===== config.mk =====
export PLATFORM = sky130hd
export DESIGN_NAME = clk_div_bank
export DESIGN_NICKNAME = d
export VERILOG_FILES = /design/src/rtl/clk_div_bank.sv
export SDC_FILE = /design/constraint.sdc
export NUM_CORES = 1
export LEC_CHECK = 0
export ABC_CLOCK_PERIOD_IN_PS = 19900
export CAP_MARGIN = 20
export CORE_MARGIN = 2
export CORE_UTILIZATION = 25
export CTS_CLUSTER_DIAMETER = 120
export DETAILED_ROUTE_END_ITERATION = 8
export PLACE_DENSITY = 0.46
export REMOVE_ABC_BUFFERS = 1
export SETUP_SLACK_MARGIN = 0.02
export SYNTH_ARGS = -nofsm -noshare
export SYNTH_HDL_FRONTEND = slang
export SYNTH_SLANG_ARGS = --single-unit

===== constraint.sdc =====
create_clock -name clk -period 19.9 [get_ports clk]
set_input_delay 3.98 -clock clk [delete_from_list [all_inputs] [get_ports clk]]
set_output_delay 3.98 -clock clk [all_outputs]
set_load 0.01 [all_outputs]

===== src/rtl/clk_div_bank.sv =====
// ---------------------------------------------------------------------------
// clk_div_bank
// Bank of N_CH independent programmable clock dividers plus one fixed-ratio
// divider. Each programmable channel toggles clk_out after act+1 cycles per
// half-period. A written divisor is held in a shadow register and applied at
// the next period boundary (the cycle before a rising edge), or immediately
// when the channel is disabled, so no runt pulses are produced.
//
// Ports
//   clk        system clock
//   rst        asynchronous, active-high reset
//   wr_en_i    divisor write strobe (one cycle per write)
//   wr_ch_i    channel index for the write; indices >= N_CH are ignored
//   wr_data_i  new divisor value
//   ch_en_i    per-channel run enable
//   clk_out_o  divided square waves
//   rise_o     one-cycle strobe coincident with clk_out_o 0->1
//   pending_o  a written divisor is waiting to be applied
//   clk_fix_o  fixed-ratio square wave (half-period FIX_DIV+1 cycles)
// ---------------------------------------------------------------------------
module clk_div_bank #(
   parameter int N_CH    = 4,
   parameter int DIV_W   = 16,
   parameter int RST_DIV = 1,
   parameter int FIX_DIV = 49999,
   parameter int CH_W    = (N_CH > 1) ? $clog2(N_CH) : 1
) (
   input  logic             clk,
   input  logic             rst,
   input  logic             wr_en_i,
   input  logic [CH_W-1:0]  wr_ch_i,
   input  logic [DIV_W-1:0] wr_data_i,
   input  logic [N_CH-1:0]  ch_en_i,
   output logic [N_CH-1:0]  clk_out_o,
   output logic [N_CH-1:0]  rise_o,
   output logic [N_CH-1:0]  pending_o,
   output logic             clk_fix_o
);

   localparam logic [DIV_W-1:0] RST_VAL = DIV_W'(RST_DIV);
   localparam logic [DIV_W-1:0] FIX_TC  = DIV_W'(FIX_DIV);

   logic [DIV_W-1:0] cnt_q    [N_CH];
   logic [DIV_W-1:0] cnt_d    [N_CH];
   logic [DIV_W-1:0] act_q    [N_CH];
   logic [DIV_W-1:0] act_d    [N_CH];
   logic [DIV_W-1:0] shadow_q [N_CH];
   logic [DIV_W-1:0] shadow_d [N_CH];
   logic [N_CH-1:0]  clk_q, clk_d;
   logic [N_CH-1:0]  rise_q, rise_d;
   logic [N_CH-1:0]  pend_q, pend_d;
   logic [N_CH-1:0]  wr_sel;
   logic [N_CH-1:0]  apply;

   logic [DIV_W-1:0] fix_cnt_q, fix_cnt_d;
   logic             fix_q, fix_d;

   logic [31:0]      wr_ch_ext;

   // Zero-extended index so that out-of-range channels simply match nothing.
   assign wr_ch_ext = 32'(wr_ch_i);

   always_comb begin
      wr_sel = '0;
      for (int i = 0; i < N_CH; i++) begin
         wr_sel[i] = wr_en_i && (wr_ch_ext == 32'(i));
      end
   end

   always_comb begin
      apply = '0;
      for (int i = 0; i < N_CH; i++) begin
         cnt_d[i]    = cnt_q[i];
         act_d[i]    = act_q[i];
         shadow_d[i] = shadow_q[i];
         clk_d[i]    = clk_q[i];
         rise_d[i]   = 1'b0;
         pend_d[i]   = pend_q[i];

         if (ch_en_i[i]) begin
            if (cnt_q[i] == act_q[i]) begin
               cnt_d[i]  = '0;
               clk_d[i]  = ~clk_q[i];
               rise_d[i] = ~clk_q[i];
               // Boundary: terminal count while low, next edge is rising.
               apply[i]  = ~clk_q[i] & pend_q[i];
            end else begin
               cnt_d[i] = cnt_q[i] + DIV_W'(1);
            end
         end else begin
            cnt_d[i] = '0;
            clk_d[i] = 1'b0;
            apply[i] = pend_q[i];
         end

         // Apply uses the shadow value held before this cycle; a write in the
         // same cycle then re-arms pending for the following boundary.
         if (apply[i]) begin
            act_d[i]  = shadow_q[i];
            pend_d[i] = 1'b0;
         end
         if (wr_sel[i]) begin
            shadow_d[i] = wr_data_i;
            pend_d[i]   = 1'b1;
         end
      end
   end

   always_comb begin
      fix_cnt_d = fix_cnt_q + DIV_W'(1);
      fix_d     = fix_q;
      if (fix_cnt_q == FIX_TC) begin
         fix_cnt_d = '0;
         fix_d     = ~fix_q;
      end
   end

   always_ff @(posedge clk or posedge rst) begin
      if (rst) begin
         for (int i = 0; i < N_CH; i++) begin
            cnt_q[i]    <= '0;
            act_q[i]    <= RST_VAL;
            shadow_q[i] <= RST_VAL;
         end
         clk_q     <= '0;
         rise_q    <= '0;
         pend_q    <= '0;
         fix_cnt_q <= '0;
         fix_q     <= 1'b0;
      end else begin
         for (int i = 0; i < N_CH; i++) begin
            cnt_q[i]    <= cnt_d[i];
            act_q[i]    <= act_d[i];
            shadow_q[i] <= shadow_d[i];
         end
         clk_q     <= clk_d;
         rise_q    <= rise_d;
         pend_q    <= pend_d;
         fix_cnt_q <= fix_cnt_d;
         fix_q     <= fix_d;
      end
   end

   assign clk_out_o = clk_q;
   assign rise_o    = rise_q;
   assign pending_o = pend_q;
   assign clk_fix_o = fix_q;

endmodule

# Yosys cells after proc, flatten, opt, wreduce, memory -nomap -nowiden
# Cells that the tools add are included.
dict set report word_totals {
  out_inout_bits 13
  wordCells 99
  register_bits 221
}
dict set report op_classes {
  n_reduce_logical 9
  n_addsub 5
  muxes 41
  eq_ne 12
  bitwise 9
}
# op count
set ops {}
lappend ops {{two-way mux 16 bit} 9}
lappend ops {{adder 16 x 1 -> 16 bit (second input constant)} 5}
lappend ops {{== test 16 bit} 4}
lappend ops {{logical NOT 32 bit} 1}
lappend ops {{two-way mux 1 bit} 32}
lappend ops {{== test 16 bit (second input constant)} 1}
lappend ops {{inequality test 2 x 1 -> 1 bit (second input constant)} 4}
lappend ops {{nonzero test 2 bit} 4}
lappend ops {{inverter 1 bit} 5}
lappend ops {{bitwise AND 1 bit} 4}
lappend ops {{== test 2 bit (second input constant)} 2}
lappend ops {{logical AND 1 bit} 4}
lappend ops {{== test 2 x 1 -> 1 bit (second input constant)} 1}

# Longest topological paths before layout
dict set report logic_depth {
  depth_word 6
  mapped_depth 8
  ltp_nobuf 6
}

# Worst setup path before layout
# OpenSTA, ideal clock, no wires.
dict set report synth_timing {
  kind {input to register}
  from {input port wr_ch_i[0]}
  to {register shadow_q[49] in the netlist's numbering}
  t_required_ns 19.775
  arrival_time_ns 5.121
  cell_stages 3
  setup_time_ns 0.125
  slack_ns 14.655
  path_cell_list {nor3b_2 > clkbuf_1 > mux2_2}
}
dict set report synth_between {
  elab_chain_cells 2
}
# item line
set synth_rtl {}
lappend synth_rtl {{from (decl)} 31} ;# input logic [CH_W-1:0] wr_ch_i,
lappend synth_rtl {{logical NOT 32 bit} 66} ;# wr_sel[i] = wr_en_i && (wr_ch_ext == 32'(i));
lappend synth_rtl {{logical AND 1 bit} 66}
lappend synth_rtl {{to (signal, indexed assignment)} 134} ;# shadow_q[i] <= shadow_d[i];
lappend synth_rtl {{to (decl)} 47} ;# logic [DIV_W-1:0] shadow_q [N_CH];
# No other way between the ends.
# A chain may end at the register's enable or synchronous reset.

# Final worst setup path
dict set report layout_timing {
  from {input port wr_ch_i[1]}
  to {register shadow_q[35] in the netlist's numbering}
}
dict set report layout_between {
  elab_chain_cells 2
}
# item line
set layout_rtl {}
lappend layout_rtl {{== test 2 x 1 -> 1 bit} 66}
lappend layout_rtl {{logical AND 1 bit} 66}
# No other way between the ends.

==> out/metrics.cfg <==
[global_routing]
grt_max_degree=88
grt_pass1_wl_um=33600
grt_pass1_vias=5812
gr-total-overflow=0
antenna_found_initial=0
grt.total_usage_pct=10.3

[route]
drc=0
dr_total_vias=5568
wl_um=20200
initialDrtViolationCount=164
vias_per_cell=4.13
firstDrtPassIters=6
ant_nets=0
wl_per_cell_um=15.0

[die]
die_w_um=202
design.core.area_um2=38600
pin_count=38
die_area_um2=40800
start_util_pct=25.4
rows=72
fp.dieH_um=202

[clock_network]
cts.sinks=221
cts_buffer_depth=3
h-tree-depth=1
tritoncts=done
cts_hold_buf=0
numCtsBuffers=25
cts-root-buf=clkbuf_16
path_clk_slew_ps=60
post_cts_buffers=0
cts_resized=0
clock_latency_ps=540

[synthesis]
seq_area_frac_synth_pct=56.5
ys_types=34
synth_edf_count=0
synth_area_um2=9810
synth_ff_type=dfrtp_1
synth_area_leaders=dfrtp_1 54%, mux2_2 11%, xnor2_1 7.9%, mux2_4 5.1%, xor2_1 4.1%
synthCells=761
yosysTopAreaCell=dfrtp_1
async_flop_share_pct=100
yosys_warnings=0
synth_top_area_share_pct=54.4
ys_seq_elements=221
syn_avg_cell_area_um2=12.9

[placement]
placedCellCount=1303
placed_area_um2=10800
gp_congestion=0.748
io_buffer_count=37
hpwl_um=13200

[worst_hold_path]
worstHoldPathType=flop to flop

[worst_setup_path]
end_kind=flop
worst_path_max_delay_cell=nand3b_1
critical-path-top-delay-family=simple AND/OR/NAND/NOR gates
required_ps=20300
crit_path_start_kind=primary input
worst_path_largest_cell_delay_ps=840
cp_max_fo=17
critPathBufInv=1
critPathKind=primary input to flop
path_cells=clkdlybuf4s50_1 -> nand3b_1 -> mux2_2
arrival_ps=5880

[finish]
finalInstanceArea_um2=11600
antennaDiodeCount=0
seq_area_um2=5540
layout.cells.non_filler=1349
fin_util_pct=30.1
drive_above_1_share_pct=23.2
area_growth_pct=18.8
final_nets=842
multiInputGateArea_um2=4100
n_fill_cell=3895

[sta]
hold_viol_final=0
timing.setup.tns_ps=0
finalCriticalPeriod_ps=5480
slew_headroom_pct=27.9
finalMaxSlewViolations=0
tightest_slew_ps=1080
fmax_mhz=183
rsz0062_at_grt=false
final.period_utilization_pct=27.5
setup_viol=0
worst_clock_skew_ps=21.9

[power]
vdd_drop_max_mv=0.0525
leakagePower_nw=4.90
power_per_cell_area_nw_per_um2=111

[flow_run]
cap_violations=0

[outcome]
status=finished, final reports clean

flip-flops by register name, summed over array words and instances, names as in the netlist:
signal and flops:
act_q 64, clk_fix_o 1, clk_out_o 4, cnt_q 64, fix_cnt_q 16, pending_o 4, rise_o 4, shadow_q 64
kinds of logic (layout without fill, tap and decap cells):
| family | Yosys count | after routing | synth area share [%] |
|---|---|---|---|
| AOI/OAI and AO/OA | 12 | 12 | 0.842 |
| xor gates and xnor gates | 135 | 135 | 12.1 |
| adders and majority gates | 5 | 5 | 0.638 |
| buffers and inverters | 30 | 100 | 1.66 |
| DFF | 221 | 221 | 56.5 |
| muxes | 132 | 132 | 16.5 |
| and+or+nand+nor | 226 | 226 | 11.8 |
cells in the final DEF, fill, tap and decap left out, drive strengths merged:
master	n
nor3b	1
nand4	27
o21bai	1
mux2	128
nand2b	4
inv	11
nand3	33
and3	12
nor3	7
o21ai	3
and4	4
clkdlybuf4s50	37
xor2	46
bufinv	5
clkbuf	35
nand3b	2
mux2i	4
o21a	4
nand2	24
nor2	86
a21boi	4
nor4	5
dfstp	8
ha	5
buf	7
dfrtp	213
clkinv	5
and2	5
xnor2	89
and2b	2
nor2b	12
nor4b	1
or2	1
Yosys cell counts (6+ instances only):
cell,instances
dfrtp_1,213
mux2_2,95
xnor2_1,89
nor2_1,86
xor2_1,46
mux2_4,33
nand3_1,33
nand4_1,27
nand2_1,24
and3_1,12
nor2b_1,12
clkbuf_1,10
inv_1,10
dfstp_2,8
nor3_1,7
buf_6,6
through the flow:
| stage | hold slack, ps | power [W] | worst slack [ps] |
|---|---|---|---|
| 5_1_grt | 501 | 0.00137 | 14230 |
| 3_5_place_dp | 458 | 0.000810 | 13840 |
| 2_1_floorplan | 455 | 0.000753 | 9880 |
| 4_1_cts | 473 | 0.00132 | 14370 |
| 6_report | 468 | 0.00129 | 14420 |
| 3_3_place_gp | 456 | 0.000807 | 13850 |
routing by layer:
| layer | wire length, um | part of all wire, % | global-route usage, % | vias to the layer above |
|---|---|---|---|---|
| met2 | 8890 | 44 | 15.7 | 73 |
| li1 | - | - | - | 2689 |
| met1 | 10100 | 50 | 15.1 | 2775 |
| met4 | 377 | 1.9 | 2.49 | 0 |
| met3 | 851 | 4.2 | 1.85 | 31 |
| met5 | 0 | 0 | 0 | - |
path summary, 6_finish.rpt:
path | slack, ps | startpoint | end | cells past startpoint
max in group asynchronous | 14570 | rst | act_q[22]$_DFFE_PP0P_ | 3
min | 470 | clk_fix_o$_DFFE_PP0N_ | clk_fix_o$_DFFE_PP0N_ | 1
min in group asynchronous | 3930 | rst | fix_cnt_q[2]$_DFF_PP0_ | 2
max | 14420 | wr_ch_i[1] | shadow_q[35]$_DFFE_PP0P_ | 3
min reg2reg | 470 | clk_fix_o$_DFFE_PP0N_ | clk_fix_o$_DFFE_PP0N_ | 1
max reg2reg | 17570 | cnt_q[38]$_DFF_PP0_ | act_q[35]$_DFFE_PP0P_ | 6
power breakdown:
| part | total (W) | switching, W | internal (W) |
|---|---|---|---|
| Clock | 0.000497 | 0.000188 | 0.000309 |
| Combinational | 0.000198 | 0.0000701 | 0.000128 |
| Sequential | 0.000599 | 0.0000606 | 0.000538 |
final cells by class:
class | instances | share of cell area (%)
Sequential cell | 221 | 47.6
Clock inverter | 11 | 1.68
Clock buffer | 35 | 5.95
Tap cell | 518 | 5.56
Inverter | 10 | 0.387
Multi-Input combinational cell | 510 | 35.2
Timing Repair Buffer | 44 | 3.63
worst reg2reg max path, stage by stage (launching register included):
cell and delay, ps:
dfrtp_1 430, xnor2_1 210, nand4_1 140, nor4_2 500
mux2i_2 260, buf_4 300, mux2_2 380
Power figures use the tool's default switching activity.
